===== src/rtl/rt_pkg.sv =====
// Shared types and constants for the reaction-time tester core.
package rt_pkg;

  // Width of the measured reaction time and of the random word.
  localparam int unsigned RT_W   = 14;
  localparam int unsigned RAND_W = 16;

  // Board defaults (100 MHz clock).
  localparam int unsigned DEF_TICK_DIV     = 100000;
  localparam int unsigned DEF_MIN_DELAY_MS = 1000;
  localparam int unsigned DEF_RAND_BITS    = 11;
  localparam int unsigned DEF_MAX_RT_MS    = 9999;

  typedef enum logic [2:0] {
    StIdle,
    StArm0,
    StArm1,
    StWait,
    StGo,
    StDone
  } rt_state_e;

  // True for every state in which a trial is in progress.
  function automatic logic state_is_busy(rt_state_e s);
    return !((s == StIdle) || (s == StDone));
  endfunction

endpackage


===== src/rtl/ms_tick_gen.sv =====
// Millisecond prescaler: counts 0..TICK_DIV-1 and flags the last count as tick.
// clr restarts the count at 0 so the following millisecond is a full one.
module ms_tick_gen #(
  parameter int unsigned TICK_DIV = 100000
) (
  input  logic clk,
  input  logic rstn,
  input  logic clr,
  output logic tick
);

  localparam int unsigned CW = (TICK_DIV > 1) ? $clog2(TICK_DIV) : 1;
  localparam logic [CW-1:0] LAST = CW'(TICK_DIV - 1);

  logic [CW-1:0] cnt;

  // Free-running prescaler with synchronous clear.
  always_ff @(posedge clk) begin
    if (!rstn || clr) begin
      cnt <= '0;
    end else if (cnt == LAST) begin
      cnt <= '0;
    end else begin
      cnt <= cnt + CW'(1);
    end
  end

  assign tick = (cnt == LAST);

endmodule


===== src/rtl/reaction_timer_core.sv =====
// Reaction-time tester core: draws a random foreperiod, lights the stimulus,
// then measures the time to the next button press in milliseconds.
// Optional macro FALSE_START_DETECT_EN: a press before the stimulus ends the
// trial with the early flag set.
// The random input is named rand_word because rand is a reserved word.
module reaction_timer_core
  import rt_pkg::*;
#(
  parameter int unsigned TICK_DIV     = DEF_TICK_DIV,
  parameter int unsigned MIN_DELAY_MS = DEF_MIN_DELAY_MS,
  parameter int unsigned RAND_BITS    = DEF_RAND_BITS,
  parameter int unsigned MAX_RT_MS    = DEF_MAX_RT_MS
) (
  input  logic              clk,
  input  logic              rstn,
  input  logic              start,
  input  logic              btn,
  input  logic [RAND_W-1:0] rand_word,
  output logic              reload,
  output logic              stim,
  output logic              busy,
  output logic [RT_W-1:0]   rt_ms,
  output logic              rt_valid,
  output logic              timeout,
  output logic              early
);

  localparam logic [RAND_W-1:0] MIN_DELAY = RAND_W'(MIN_DELAY_MS);
  localparam logic [RAND_W-1:0] RAND_MASK = RAND_W'((64'd1 << RAND_BITS) - 64'd1);
  localparam logic [RT_W-1:0]   RT_LIMIT  = RT_W'(MAX_RT_MS);
  localparam logic [RT_W-1:0]   RT_LAST   = RT_W'(MAX_RT_MS - 1);

  rt_state_e         state;
  logic              btn_q;
  logic              press;
  logic              tick;
  logic              tick_clr;
  logic              wait_done;
  logic              false_start;
  logic [RAND_W-1:0] delay_ms;
  logic [RT_W-1:0]   rt_cnt;

  // Button edge detector: only a fresh rising edge counts as a press.
  always_ff @(posedge clk) begin
    if (!rstn) begin
      btn_q <= 1'b0;
    end else begin
      btn_q <= btn;
    end
  end

  assign press = btn & ~btn_q;

  // Last millisecond of the foreperiod has just elapsed.
  assign wait_done = (state == StWait) && tick && (delay_ms < RAND_W'(2));

  // Restart the prescaler on entry to WAIT and to GO.
  assign tick_clr = (state == StArm1) || wait_done;

`ifdef FALSE_START_DETECT_EN
  assign false_start = press && (state inside {StArm0, StArm1, StWait});
`else
  assign false_start = 1'b0;
`endif

  ms_tick_gen #(
    .TICK_DIV (TICK_DIV)
  ) u_ms_tick_gen (
    .clk  (clk),
    .rstn (rstn),
    .clr  (tick_clr),
    .tick (tick)
  );

  // Trial FSM with registered outputs and the foreperiod / reaction counters.
  always_ff @(posedge clk) begin
    if (!rstn) begin
      state    <= StIdle;
      reload   <= 1'b0;
      stim     <= 1'b0;
      busy     <= 1'b0;
      rt_ms    <= '0;
      rt_valid <= 1'b0;
      timeout  <= 1'b0;
      early    <= 1'b0;
      delay_ms <= '0;
      rt_cnt   <= '0;
    end else begin
      reload   <= 1'b0;
      rt_valid <= 1'b0;
      if (false_start) begin
        state    <= StDone;
        stim     <= 1'b0;
        busy     <= 1'b0;
        rt_ms    <= '0;
        rt_valid <= 1'b1;
        timeout  <= 1'b0;
        early    <= 1'b1;
      end else begin
        case (state)
          StIdle, StDone: begin
            if (start) begin
              state  <= StArm0;
              reload <= 1'b1;
              busy   <= 1'b1;
              stim   <= 1'b0;
            end
          end
          StArm0: begin
            state <= StArm1;
          end
          StArm1: begin
            // The generator has advanced in ARM0, so rand_word is fresh here.
            delay_ms <= MIN_DELAY + (rand_word & RAND_MASK);
            timeout  <= 1'b0;
            early    <= 1'b0;
            state    <= StWait;
          end
          StWait: begin
            if (wait_done) begin
              state  <= StGo;
              stim   <= 1'b1;
              rt_cnt <= '0;
            end else if (tick) begin
              delay_ms <= delay_ms - RAND_W'(1);
            end
          end
          StGo: begin
            // A press beats a simultaneous limiting tick.
            if (press) begin
              rt_ms    <= rt_cnt;
              rt_valid <= 1'b1;
              stim     <= 1'b0;
              busy     <= 1'b0;
              state    <= StDone;
            end else if (tick) begin
              if (rt_cnt == RT_LAST) begin
                rt_ms    <= RT_LIMIT;
                timeout  <= 1'b1;
                rt_valid <= 1'b1;
                stim     <= 1'b0;
                busy     <= 1'b0;
                state    <= StDone;
              end else begin
                rt_cnt <= rt_cnt + RT_W'(1);
              end
            end
          end
          default: begin
            state <= StIdle;
            busy  <= state_is_busy(StIdle);
            stim  <= 1'b0;
          end
        endcase
      end
    end
  end

endmodule


===== config.mk =====
export PLATFORM = sky130hd
export DESIGN_NAME = reaction_timer_core
export DESIGN_NICKNAME = d
export VERILOG_FILES = /design/src/rtl/rt_pkg.sv /design/src/rtl/ms_tick_gen.sv /design/src/rtl/reaction_timer_core.sv
export SDC_FILE = /design/constraint.sdc
export NUM_CORES = 1
export LEC_CHECK = 0
export ABC_CLOCK_PERIOD_IN_PS = 3500
export CAP_MARGIN = 0
export CORE_UTILIZATION = 37
export DETAILED_ROUTE_END_ITERATION = 12
export GPL_ROUTABILITY_DRIVEN = 0
export PLACE_DENSITY = 0.53
export REMOVE_ABC_BUFFERS = 1
export SLEW_MARGIN = 10
export SYNTH_ARGS = -nofsm -noshare
export SYNTH_HDL_FRONTEND = slang
export SYNTH_SLANG_ARGS = --single-unit

===== constraint.sdc =====
create_clock -name clk -period 3.5 [get_ports clk]
set_input_delay 0.7 -clock clk [delete_from_list [all_inputs] [get_ports clk]]
set_output_delay 0.7 -clock clk [all_outputs]
set_load 0.02 [all_outputs]

# --- Yosys cells after proc, flatten, opt, wreduce, memory -nomap -nowiden ---
# Cells that the tools add are included.
# W data, S select, Z words.
word_totals:
  ff_bits: 70
  latch_bits: 0
  ram_bits: 0
  rom_bits: 0
  output_inout_bits: 20
  n_memories: 0
op_classes:
  add_sub_neg: 4
  mul: 0
  div_mod_pow: 0
  magnitude_cmp: 1
  n_eq_ne: 17
  shift: 0
  n_mux: 33
  bitwise: 4
  n_reduce_logical: 24
ops:
  columns: ["operator", "count"]
  rows:
  - ["$mux W14", 7]
  - ["$mux W16", 2]
  - ["$pmux W16 S2", 1]
  - ["$pmux W14 S2", 1]
  - ["$add A17 B1 Y17 const B", 1]
  - ["$eq A17 B17 Y1 const B", 1]
  - ["$lt A16 B2 Y1 const B", 1]
  - ["$ne A2 B2 Y1 const B", 8]
  - ["$sub A16 B1 Y16 const B", 1]
  - ["$mux W3", 5]
  - ["$pmux W3 S5", 1]
  - ["$add A14 B1 Y14 const B", 1]
  - ["$eq A14 B14 Y1 const B", 1]
  - ["$mux W1", 13]
  - ["$add A10 B11 Y12 const A", 1]
  - ["$reduce_and A4 Y1", 3]
  - ["$reduce_and A5 Y1", 2]
  - ["$reduce_bool A2 Y1", 5]
  - ["$eq A3 B2 Y1 const B", 2]
  - ["$eq A3 B3 Y1 const B", 2]
  - ["$ne A3 B3 Y1 const B", 2]
  - ["$reduce_and A3 Y1", 2]
  - ["$reduce_or A2 Y1", 3]
  - ["$pmux W1 S4", 1]
  - ["other kinds (11)", 16]

# --- Depth between registers and ports, before layout ---
depth:
  depth_word: 6
  ltp_mapped: 9
  ltp_nobuf: 8

# --- Hierarchy ---
# From an unflattened synthesis, not the netlist that was laid out.
unflattened:
  hier_cells: 412
  hier_area_um2: 3497.1
by_module_without_submodules:
  columns: ["module", "n_inst", "cells_per_inst", "area_each_um2"]
  rows:
  - ["reaction_timer_core", 1, 324, 2695.1]
  - ["ms_tick_gen", 1, 88, 802.0]

# --- Least setup slack after synthesis ---
# OpenSTA, ideal clock, no wires.
synth_timing:
  kind: "reg2reg"
  startpoint: "reg delay_ms[1]"
  endpoint: "reg delay_ms[10]"
  setup_ns: 0.060
  t_arrival_ns: 2.263
  slack_ns: 1.177
  stages_incl_launch_ff: 9
  period_less_slack_ns: 2.323
  cell_sequence: "dfxtp_1 inv_1 ha_1 or3b_1 or4_1 or3_1 or4_1 o21ai_0 a32o_1"
synth_via:
  elab_chain_len: 4
synth_lines:
  columns: ["item", "line", "source"]
  rows:
  - ["start, declared", "reaction_timer_core.sv:40", "logic [RAND_W-1:0] delay_ms;"]
  - ["start signal, assigned", "reaction_timer_core.sv:114", "delay_ms <= MIN_DELAY + (rand_word & RAND_MASK);"]
  - ["start signal, assigned", "reaction_timer_core.sv:125", "delay_ms <= delay_ms - RAND_W'(1);"]
  - ["$sub A16 B1 Y16 / $lt A16 B2 Y1 (equally long branches)", "reaction_timer_core.sv:125, reaction_timer_core.sv:55", null]
  - ["$mux W16 / $logic_and A1 B1 Y1 (equally long branches)", "reaction_timer_core.sv:124, reaction_timer_core.sv:55", null]
  - ["$mux W16 / $ne A2 B2 Y1 (equally long branches)", null, null]
  - ["$pmux W16 S2 / $reduce_and A3 Y1 (equally long branches)", null, null]
# Several ways; a longest one is shown, not always the timed one. The select of a mux whose other input is x is not followed.
# A chain may end at the register's enable or synchronous reset.

# --- Final worst setup path ---
layout_timing:
  startpoint: "reg rt_cnt[0]"
  endpoint: "reg rt_ms[9]"
layout_via:
  elab_chain_len: 3
layout_lines:
  columns: ["item", "line", "source"]
  rows:
  - ["start, declared", "reaction_timer_core.sv:41", "logic [RT_W-1:0] rt_cnt;"]
  - ["start signal, assigned", "reaction_timer_core.sv:145", "rt_cnt <= rt_cnt + RT_W'(1);"]
  - ["$eq A14 B14 Y1", "reaction_timer_core.sv:137", "if (rt_cnt == RT_LAST) begin"]
  - ["$reduce_bool A2 Y1 (no source line)", null, null]
  - ["$reduce_and A3 Y1 (no source line)", null, null]
  - ["end signal, assigned", "reaction_timer_core.sv:131", "rt_ms <= rt_cnt;"]
  - ["end, declared", "reaction_timer_core.sv:22", "output logic [RT_W-1:0] rt_ms,"]
# Every way passes these cells.

==> impl_metrics.tcl <==
set metrics [dict create \
    synth_edf_count 0 \
    synthCells 423 \
    skew_ns 0.0158 \
    yosysWarnings 0 \
    outcome "completed" \
    post_synth_num_cell_types 56 \
    relSlewSlack_pct 56.5 \
    drt_iter0_markers 76 \
    cts_inserted_buffers 9 \
    rsz0062_at_grt "no" \
    hp-start "delay_ms[15]$_SDFFE_PN0P_" \
    drive_gt1_share_pct 8.68 \
    ant_nets 0 \
    grt_pass1_wl_um 14000 \
    start_kind "flop" \
    hpwl_um 5740 \
    cts_resized 0 \
    crit_buf_inv 1 \
    port_buffers 33 \
    use_met2_pct 27.6 \
    dr.pass1.iters 4 \
    vias 3137 \
    grt_max_degree 40 \
    hold_viol_final 0 \
    wl_per_cell_um 14.4 \
    seq_area_frac_synth_pct 40.0 \
    rows 35 \
    ys_ff_latch 70 \
    viasPerCell 5.48 \
    peakVddDrop_v 0.000239 \
    dp_slack_ns 0.738 \
    synthArstFlopShare_pct 0 \
    design_area_um2 4170 \
    overflow 0 \
    fin_ws_ns 0.765 \
    track_usage_pct 17.4 \
    placed_area_um2 3950 \
    num_io_pins 40 \
    crit_end "rt_ms[9]$_SDFFE_PN0P_" \
    clk_pin_slew_ns 0.09 \
    grtUsageMet1_pct 24.2 \
    cts_tree "done" \
    drv_slew 0 \
    top_usage_layer "met2" \
    fmax_mhz 366 \
    maxCapViolations 0 \
    crit_start "rt_cnt[0]$_SDFFE_PN0P_" \
    min_period_ns 2.74 \
    clock_latency_ns 0.34 \
    avgSynthCellArea_um2 8.29 \
    netlist_area_um2 3500 \
    use_met3_pct 2.53 \
    core_um2 9200 \
    nets 481 \
    rr_startpoint "rt_cnt[0]$_SDFFE_PN0P_" \
    cts_setup_buffers 0 \
    routed_wl_um 8210 \
    crit_cells 8 \
    cp.arrival_ns 3.01 \
    fin_crit_sh_pct 78.1 \
    clkSinkCount 70 \
    reg2regPathDepth 8 \
    holdCritPathClass "reg -> reg" \
    start_util_pct 38.1 \
    crit_chain "inv_1 -> ha_1 -> or4b_2 -> nor4_1 -> nor3b_2 -> nor2_1 -> nor2_4 -> o221a_2" \
    setup_viol_count_final 0 \
    area_growth_pct 18.9 \
    cts_hold_buf 0 \
    reg2reg_to "rt_ms[9]$_SDFFE_PN0P_" \
    crit_required_ns 3.78 \
    die_w_um 99.3 \
    antenna_found_initial 0 \
    hold-worst-slack_ns 0.447 \
    root_buffer "clkbuf_8" \
    cpPeakStageDelay_ns 0.58 \
    cts_htree_levels 3 \
    n_antenna_cell 0 \
    static-leakage-power_uw 0.00147 \
    die_area_um2 9870 \
    tightestPinTransition_ns 0.649 \
    path_max_fanout 15 \
    reg2reg_setup_slack_ns 0.76 \
    clockBufferDepth 2 \
    power.density_nw_per_um2 430 \
    drc 0 \
    criticalPathCategory "reg -> reg" \
    cpLargestDelayFamily "simple AND/OR/NAND/NOR gates" \
    grt_pass1_vias 2902 \
    crit_path_end_kind "flop" \
    fin_tns_setup_ns 0 \
    crit_slowest_cell "or4b_2" \
    fp.dieH_um 99.3 \
    synth_ff_type "dfxtp_1" \
]
==> flip-flops by register name (all words and copies together) (netlist names) <==
register / flops
rt_ms: 14
timeout: 1
stim: 1
busy: 1
rt_valid: 1
state: 3
btn_q: 1
reload: 1
delay_ms: 16
rt_cnt: 14
u_ms_tick_gen.cnt: 17
==> logic make-up after synthesis <==
group	after synthesis	synth area share, %
and+or+nand+nor	195	29.2
AOI/OAI and AO/OA	90	17.3
DFF	70	40.0
xor gates and xnor gates	31	7.75
buffers and inverters	30	3.57
adders and majority gates	5	1.79
other	1	0.107
muxes	1	0.286
==> metal layers <==
metal	wire length, um	share of wire [%]
met1	4280	52
met2	3620	44
met3	238	2.9
met4	80	0.97
met5	0	0
==> layout make-up <==
class / count / area [um^2]
Clock buffer: 9 / 124
Clock inverter: 7 / 97.6
Fill cell: 962 / 5030
Inverter: 12 / 45.0
Multi-Input combinational cell: 323 / 1980
Sequential cell: 70 / 1400
Tap cell: 111 / 139
Timing Repair Buffer: 40 / 383
==> power breakdown <==
group          internal (uW)  total (uW)  switching (uW)
clock network            404         733             329
registers                815         836            20.7
logic                   80.8         222             141
total                   1300        1790             490
==> cells in the mapped netlist, types with 9 or more instances <==
library cell	instances	area [um^2]
clkbuf_1	12	45.0
o22ai_1	11	68.8
nor3_1	13	65.1
inv_1	12	45.0
xor2_1	22	193
dfxtp_1	70	1400
nor2_1	46	173
or3_1	11	68.8
nand2_1	47	176
nand3_1	15	75.1
a21oi_1	22	110
xnor2_1	9	78.8
o21ai_0	16	80.1
==> how the worst min path moves through the flow <==
stage,depth (start not counted),slack (ns),to
5_1_grt,2,0.47,delay_ms[15]$_SDFFE_PN0P_
4_1_cts,2,0.44,delay_ms[15]$_SDFFE_PN0P_
2_1_floorplan,2,0.41,delay_ms[15]$_SDFFE_PN0P_
3_5_place_dp,2,0.43,delay_ms[15]$_SDFFE_PN0P_
6_report,2,0.45,delay_ms[15]$_SDFFE_PN0P_
3_3_place_gp,2,0.43,delay_ms[15]$_SDFFE_PN0P_
==> layout by cell type, fill, tap and decap left out, types with 9 or more instances in the layout <==
cell,Yosys,final
clkbuf_8,0,9
o22ai_1,11,11
clkdlybuf4s50_1,0,33
xor2_1,22,22
xnor2_1,9,9
nand2_1,47,47
nand3_1,15,15
inv_1,12,12
dfxtp_1,70,70
or3_1,11,11
nor2_1,46,46
o21ai_0,16,16
a21oi_1,22,22
nor3_1,13,13
==> through the flow <==
| stage | std cells | total power (uW) | utilization [%] |
|---|---|---|---|
| finish | 572 | 1790 | 45.3 |
| global route | 572 | 1870 | 45.3 |
| CTS | 572 | 1810 | 45.3 |
| detailed placement | 556 | 1080 | 42.9 |
| global placement | 556 | 1070 | 42.9 |
| floorplan | 405 | 990 | - |
==> tightest hold or removal path, stage by stage, from the launching register on <==
cell	delay, ns
dfxtp_1	0.32
nand2_1	0.05
a21oi_1	0.04
Note: power is estimated with default switching activity, not from simulation.
